$ cat src/rtl/pwm_duty_ramp_if.sv
// Control/strobe inputs and duty outputs between the ramp sequencer and the PWM stage.
// slave = sequencer side, master = controller/PWM side.
interface pwm_duty_ramp_if #(
    parameter int DUTY_W = 16
);
    logic              en;
    logic              period_end;
    logic [DUTY_W-1:0] duty;
    logic              duty_valid;
    logic [2:0]        phase;
    logic              cycle_done;

    modport master (
        output en,
        output period_end,
        input  duty,
        input  duty_valid,
        input  phase,
        input  cycle_done
    );

    modport slave (
        input  en,
        input  period_end,
        output duty,
        output duty_valid,
        output phase,
        output cycle_done
    );
endinterface

$ cat src/rtl/pwm_duty_ramp.sv
// Breathing duty sequencer: ramps duty 0 -> DUTY_MAX -> 0, updating only on PWM period_end.
// Latency: duty/duty_valid register on the edge that samples period_end=1 (1 cycle).
// Backpressure: none; period_end is the only pacing and the consumer must accept every strobe.
module pwm_duty_ramp #(
    parameter int DUTY_W           = 16,
    parameter int DUTY_MAX         = 1000,
    parameter int STEP             = 10,
    parameter int PERIODS_PER_STEP = 4,
    parameter int HOLD_PERIODS     = 50
) (
    input  logic          sys_clk,
    input  logic          rst_n,
    pwm_duty_ramp_if.slave bus
);
    localparam logic [2:0] IDLE      = 3'd0;
    localparam logic [2:0] RAMP_UP   = 3'd1;
    localparam logic [2:0] HOLD_HIGH = 3'd2;
    localparam logic [2:0] RAMP_DOWN = 3'd3;
    localparam logic [2:0] HOLD_LOW  = 3'd4;

    localparam int CNT_MAX = (PERIODS_PER_STEP > HOLD_PERIODS) ? PERIODS_PER_STEP : HOLD_PERIODS;
    localparam int CNT_W   = $clog2(CNT_MAX + 1);

    localparam logic [CNT_W-1:0]  PPS_LAST  = CNT_W'(PERIODS_PER_STEP - 1);
    // HOLD_PERIODS=0 behaves like 1: leave on the first strobe since pcnt enters at 0.
    localparam logic [CNT_W-1:0]  HOLD_LAST = CNT_W'((HOLD_PERIODS == 0) ? 0 : HOLD_PERIODS - 1);
    localparam logic [DUTY_W-1:0] MAX_D     = DUTY_W'(DUTY_MAX);
    localparam logic [DUTY_W-1:0] STEP_D    = DUTY_W'(STEP);
    localparam logic [DUTY_W:0]   MAX_E     = (DUTY_W+1)'(DUTY_MAX);
    localparam logic [DUTY_W:0]   STEP_E    = (DUTY_W+1)'(STEP);

    logic [2:0]        state_q, state_d;
    logic [CNT_W-1:0]  pcnt_q, pcnt_d;
    logic [DUTY_W-1:0] duty_q, duty_d;
    logic              duty_valid_q, duty_valid_d;
    logic              cycle_done_q, cycle_done_d;

    logic [DUTY_W:0]   up_sum;
    logic [DUTY_W-1:0] duty_up;
    logic [DUTY_W-1:0] duty_dn;

    // One extra bit so a near-full duty word cannot wrap before saturation.
    assign up_sum  = {1'b0, duty_q} + STEP_E;
    assign duty_up = (up_sum >= MAX_E) ? MAX_D : up_sum[DUTY_W-1:0];
    assign duty_dn = (duty_q <= STEP_D) ? '0 : duty_q - STEP_D;

    always_comb begin
        state_d      = state_q;
        pcnt_d       = pcnt_q;
        duty_d       = duty_q;
        duty_valid_d = 1'b0;
        cycle_done_d = 1'b0;
        if (bus.period_end) begin
            if (!bus.en) begin
                if (state_q != IDLE) begin
                    state_d      = IDLE;
                    duty_d       = '0;
                    duty_valid_d = (duty_q != '0);
                    pcnt_d       = '0;
                end
            end else begin
                case (state_q)
                    IDLE: begin
                        state_d = RAMP_UP;
                        pcnt_d  = '0;
                    end
                    RAMP_UP: begin
                        if (pcnt_q == PPS_LAST) begin
                            pcnt_d       = '0;
                            duty_d       = duty_up;
                            duty_valid_d = 1'b1;
                            if (duty_up == MAX_D) state_d = HOLD_HIGH;
                        end else begin
                            pcnt_d = pcnt_q + CNT_W'(1);
                        end
                    end
                    HOLD_HIGH: begin
                        if (pcnt_q == HOLD_LAST) begin
                            pcnt_d  = '0;
                            state_d = RAMP_DOWN;
                        end else begin
                            pcnt_d = pcnt_q + CNT_W'(1);
                        end
                    end
                    RAMP_DOWN: begin
                        if (pcnt_q == PPS_LAST) begin
                            pcnt_d       = '0;
                            duty_d       = duty_dn;
                            duty_valid_d = 1'b1;
                            if (duty_dn == '0) state_d = HOLD_LOW;
                        end else begin
                            pcnt_d = pcnt_q + CNT_W'(1);
                        end
                    end
                    HOLD_LOW: begin
                        if (pcnt_q == HOLD_LAST) begin
                            pcnt_d       = '0;
                            state_d      = RAMP_UP;
                            cycle_done_d = 1'b1;
                        end else begin
                            pcnt_d = pcnt_q + CNT_W'(1);
                        end
                    end
                    default: begin
                        state_d = IDLE;
                        duty_d  = '0;
                        pcnt_d  = '0;
                    end
                endcase
            end
        end
    end

    always_ff @(posedge sys_clk or negedge rst_n) begin
        if (!rst_n) begin
            state_q      <= IDLE;
            pcnt_q       <= '0;
            duty_q       <= '0;
            duty_valid_q <= 1'b0;
            cycle_done_q <= 1'b0;
        end else begin
            state_q      <= state_d;
            pcnt_q       <= pcnt_d;
            duty_q       <= duty_d;
            duty_valid_q <= duty_valid_d;
            cycle_done_q <= cycle_done_d;
        end
    end

    assign bus.duty       = duty_q;
    assign bus.duty_valid = duty_valid_q;
    assign bus.phase      = state_q;
    assign bus.cycle_done = cycle_done_q;
endmodule

$ cat src/flat_wrapper.sv
// flat-port wrapper written by rule: the top's interface ports become plain ports
module pwm_duty_ramp_flat 
#(
    parameter int DUTY_W           = 16,
    parameter int DUTY_MAX         = 1000,
    parameter int STEP             = 10,
    parameter int PERIODS_PER_STEP = 4,
    parameter int HOLD_PERIODS     = 50
)
  (sys_clk, rst_n, bus_en, bus_period_end, bus_duty, bus_duty_valid, bus_phase, bus_cycle_done);
  pwm_duty_ramp_if #(.DUTY_W(DUTY_W)) bus_i ();
  input  logic sys_clk;
  input  logic rst_n;
  input wire logic [$bits(bus_i.en)-1:0] bus_en;
  input wire logic [$bits(bus_i.period_end)-1:0] bus_period_end;
  output wire logic [$bits(bus_i.duty)-1:0] bus_duty;
  output wire logic [$bits(bus_i.duty_valid)-1:0] bus_duty_valid;
  output wire logic [$bits(bus_i.phase)-1:0] bus_phase;
  output wire logic [$bits(bus_i.cycle_done)-1:0] bus_cycle_done;
  assign bus_i.en = bus_en;
  assign bus_i.period_end = bus_period_end;
  assign bus_duty = bus_i.duty;
  assign bus_duty_valid = bus_i.duty_valid;
  assign bus_phase = bus_i.phase;
  assign bus_cycle_done = bus_i.cycle_done;
  pwm_duty_ramp #(.DUTY_W(DUTY_W), .DUTY_MAX(DUTY_MAX), .STEP(STEP), .PERIODS_PER_STEP(PERIODS_PER_STEP), .HOLD_PERIODS(HOLD_PERIODS)) u_core (.sys_clk(sys_clk), .rst_n(rst_n), .bus(bus_i));
endmodule
$ cat config.mk
export PLATFORM = sky130hd
export DESIGN_NAME = pwm_duty_ramp_flat
export DESIGN_NICKNAME = d
export VERILOG_FILES = /design/src/rtl/pwm_duty_ramp_if.sv /design/src/rtl/pwm_duty_ramp.sv /design/src/flat_wrapper.sv
export SDC_FILE = /design/constraint.sdc
export NUM_CORES = 1
export LEC_CHECK = 0
export CORE_UTILIZATION = 56
export DETAILED_ROUTE_END_ITERATION = 7
export GPL_ROUTABILITY_DRIVEN = 0
export PLACE_DENSITY_LB_ADDON = 0.05
export RECOVER_POWER = 50
export SYNTH_ARGS = -nofsm -noshare
export SYNTH_HDL_FRONTEND = slang
export SYNTH_SLANG_ARGS = --single-unit
$ cat constraint.sdc
create_clock -name sys_clk -period 3.5 [get_ports sys_clk]
set_clock_uncertainty 0.15 [all_clocks]
set_input_delay 0.7 -clock sys_clk [delete_from_list [all_inputs] [get_ports sys_clk]]
set_output_delay 0.7 -clock sys_clk [all_outputs]
set_load 0.01 [all_outputs]
== Word-level counts from Yosys, hierarchy flattened ==
Index checks and enable logic that the tools add are counted.
Storage, ports and cells
  logic and storage cells: 65
  register bits after elaboration: 27
  input port bits: 4
  output and inout port bits: 21
Operators by class
  add/subtract/negate cells: 3
  equality and inequality tests: 14
  reductions and logical operators: 11
  mux-type cells: 30
  $lt $le $gt $ge: 2
Operator list (number)
  $mux 16: 6
  $pmux 16 s3: 1
  $mux 3: 8
  $mux 6: 4
  $ne 3x2->1 const B: 6
  $add 16x4->17 const B: 1
  $ge 17x10->1 const B: 1
  $eq 16x10->1 const B: 1
  $le 16x4->1 const B: 1
  $logic_not 16->1: 1
  $reduce_bool 16->1: 1
  $sub 16x4->16 const B: 1
  $pmux 3 s5: 1
  $pmux 6 s2: 1
  $mux 1: 9
  $reduce_and 8->1: 1
  $add 6x1->6 const B: 1
  $eq 3x2->1 const B: 2
  $eq 6x2->1 const B: 1
  $eq 6x6->1 const B: 1
  $reduce_and 5->1: 1
  $reduce_or 2->1: 2
  $eq 3x1->1 const B: 1
  $eq 3x3->1 const B: 1
  6 further kinds: 6

== Logic depth before layout (Yosys ltp) ==
  depth after elaboration: 8
  depth in mapped cells: 10
  mapped depth without buffers: 8

== Least setup slack after synthesis ==
OpenSTA, ideal clock, no wires.
  path kind: register to register
  start: register u_core.duty_q[5] (netlist: u_core.bus.duty[5])
  end: register u_core.state_q[1] (netlist: u_core.bus.phase[1])
  arrival time: 2359 ps
  cell stages (with the launch flop): 8
  buffers on the path: 1
  slack: 870 ps
  required time: 3228 ps
  cell sequence: dfrtp_1 or4_1 buf_2 or3_4 a2111oi_4 o2111a_2 o221ai_1 a32o_1
Between the ends
  cells in the longest elaborated chain, start to end: 6
  elaborated cells on any way between the ends: 11
  classes of those cells: 2 x add/sub; 2 x order compare; 3 x eq/ne; 2 x mux; 2 x reduce/logical
RTL lines
  start, declared: line pwm_duty_ramp.sv:34  | logic [DUTY_W-1:0] duty_q, duty_d;
  start signal, assigned: line pwm_duty_ramp.sv:124  | duty_q <= duty_d;
  $add 16x4->17: line pwm_duty_ramp.sv:43  | assign up_sum = {1'b0, duty_q} + STEP_E;
  $ge 17x10->1: line pwm_duty_ramp.sv:44  | assign duty_up = (up_sum >= MAX_E) ? MAX_D : up_sum[DUTY_W-1:0];
  $mux 16: line pwm_duty_ramp.sv:44
  $eq 16x10->1: line pwm_duty_ramp.sv:72  | if (duty_up == MAX_D) state_d = HOLD_HIGH;
  $ne 3x2->1 (no source line)
  $reduce_and 8->1 (no source line) (*)
  end signal, assigned: line pwm_duty_ramp.sv:122  | state_q <= state_d;
  end, declared: line pwm_duty_ramp.sv:32  | logic [2:0] state_q, state_d;
Every way passes the cells marked *; elsewhere a longest branch is shown, timed or not.
A chain may end at the register's enable or synchronous reset.

== Worst setup path in the final report ==
Ends and elaborated chain as after synthesis.

==> flow_summary.ini <==
[critical_path]
cp-end-kind = flip-flop
path_class = flip-flop to flip-flop
cpPeakStageDelay_ns = 0.73
rrSetupSlack_ns = 0.51
critical_path_required_ns = 3.52
cp-start-kind = flip-flop
path_max_fanout = 16
cp_data_arrival_time_ns = 3.01
path_cells = or4_1 > or3_4 > a2111oi_4 > o2111a_2 > o221ai_1 > a32o_1
crit_slowest_cell = or4_1

[logic_synthesis]
ys_ff_latch = 27
async_flop_share_pct = 100
yosysWarnings = 0
synth_top_cell_by_area = dfrtp_1
synth_nets = 280
synth_area_leaders = dfrtp_1, o21ai_1, nor2_1, nand2_1, xor2_1
synth_common_cells = dfrtp_1, nor2_1, nand2_1
ys.flop_type = dfrtp_1
synthMostInstantiatedCell = dfrtp_1
synth.top_cell.area_share_pct = 30.9
netlist_area_sq_um = 2190
synth_edf_count = 0
yosysSeqAreaShare_pct = 30.9
synthDistinctLibCells = 55
synth_cells = 271
syn_area_per_cell_sq_um = 8.07

[power_and_ir_drop]
powerDensity_nw_per_um2 = 533
ir_drop_mv = 0.304
power.total_w = 0.00133
leakage_nw = 0.995

[sta]
drv_slew = 28
period_share_pct = 85.4
finalSetupViolCount = 0
period_minus_slack_ns = 2.99
max_freq_mhz = 335
fin_setup_tns_ns = 0
relSlewSlack_pct = -0.502
worst_pin_slew_ns = 1.51
rsz0062_at_grt = no
finalHoldViolCount = 0

[floorplanning]
coreArea_sq_um = 3720
dieArea_sq_um = 4160
die-height_microns = 64.5
placement_rows = 22
initial_core_util_pct = 58.9
die_x_microns = 64.5
io_pins = 25

[global_route]
grtUsageMet1_pct = 40.9
antenna_found_initial = 0
busiest_layer = met2
grt_pass1_wl_microns = 9610
grt_overflow = 0
grt_pass1_vias = 2016
track_usage_pct = 29.8
grt_max_degree = 28
grt_use_met3_pct = 2.82
met2_usage_pct = 49.3

[clock_network]
cts_tree = yes
postCtsHoldBufs = 0
cts_setup_buffers = 0
cts_resized = 0
clock_path_buffers = 2
clk_latency_ns = 0.28
clock-root-buffer = clkbuf_8
numCtsBuffers = 3
cts_num_sinks = 27
cts.reportedPaths.clkPinSlew_ns = 0.10
htree_levels = 1

[place]
numPortBuffers = 24
place_hpwl_microns = 4040

[routing]
vias = 2183
wire_per_inst_microns = 17.0
first_pass_iters = 4
wl_microns = 5650
drc = 0
ant_nets = 0
vias_per_cell = 6.56
drt-initial-drc-count = 219

[outcome]
status = finished with violations
violations = max-capacitance violations, max-slew violations

[layout]
area.growth.synth_to_final_pct = 14.3
diodes = 0
nNetsFinal = 295
drive_above_1_share_pct = 6.32

[hold_path]
hp-class = flip-flop to flip-flop

[run]
maxCapViolCount = 1
-- registers in the layout (all words and copies together) (netlist names) --
| name | count |
|---|---|
| u_core.bus.duty | 16 |
| u_core.pcnt_q | 6 |
| u_core.bus.phase | 3 |
| u_core.bus.cycle_done | 1 |
| u_core.bus.duty_valid | 1 |
-- logic make-up (layout without fill, tap and decap cells) --
logic type               Yosys count  in the layout  synth area share (%)
flip-flops                        27             27                  30.9
XOR/XNOR                          13             13                  5.21
multiplexers                       1              1                 0.458
adder cells (fa/ha/maj)            6              6                  3.32
buffers and inverters             31             45                  5.61
AO/OA/AOI/OAI                     86             86                  27.9
AND/OR/NAND/NOR                  107            107                  26.6
-- per-stage QoR --
stage	worst slack, ns	util [%]	instance area, sq um	hold WS, ns	std cells
after floorplan	0.870	-	2190	0.254	271
after global placement	0.591	66.3	2460	0.357	329
after detailed placement	0.558	66.3	2460	0.370	329
after CTS	0.547	67.6	2510	0.392	333
after global routing	0.305	67.3	2500	0.428	333
final	0.512	67.3	2500	0.387	333
-- routing by layer --
| metal | wire length, microns | share of wire (%) |
|---|---|---|
| met1 | 2560 | 45 |
| met5 | 0 | 0 |
| met2 | 2780 | 49 |
| met4 | 78 | 1.4 |
| met3 | 234 | 4.1 |
-- worst max-delay path, delay by kind of cell (launching register included) --
family / cells / cell delay, ns
AO/OA/AOI/OAI: 4 / 0.98
flip-flops: 1 / 0.57
AND/OR/NAND/NOR: 2 / 1.18
-- cell usage in the layout (no fill, tap or decap), types with 6 or more instances in the layout --
cell type,instances
clkdlybuf4s50_1,19
a21oi_1,13
nor4_1,8
buf_4,6
nor3_1,12
dfrtp_1,27
nand3_1,10
o21ai_0,13
xor2_1,8
nand4_1,6
inv_1,6
nand2_1,21
o21ai_1,16
nor2_1,22
-- path summary, 6_finish.rpt --
path / start / endpoint / cells after the start
max: u_core.bus.duty[5] / u_core.bus.phase[1] / 6
max reg2reg: u_core.bus.duty[5] / u_core.bus.phase[1] / 6
min in group asynchronous: rst_n / u_core.pcnt_q[2] / 2
min reg2reg: u_core.pcnt_q[1] / u_core.pcnt_q[1] / 2
min: u_core.pcnt_q[1] / u_core.pcnt_q[1] / 2
max in group asynchronous: rst_n / u_core.bus.cycle_done / 2
-- area by class of cell --
type	count	area, sq um
Inverter	8	30.0
Multi-Input combinational cell	213	1390
Clock buffer	3	41.3
Sequential cell	27	676
Fill cell	335	1220
Timing Repair Buffer	33	297
Tap cell	48	60.1
Clock inverter	1	7.51
-- where the power goes --
part / total (W) / internal (W) / switching, W
Combinational: 0.000701 / 0.000286 / 0.000415
Sequential: 0.000445 / 0.000354 / 0.0000908
Clock: 0.000186 / 0.0000811 / 0.000105
No activity file was read; power rests on OpenSTA's default activity.
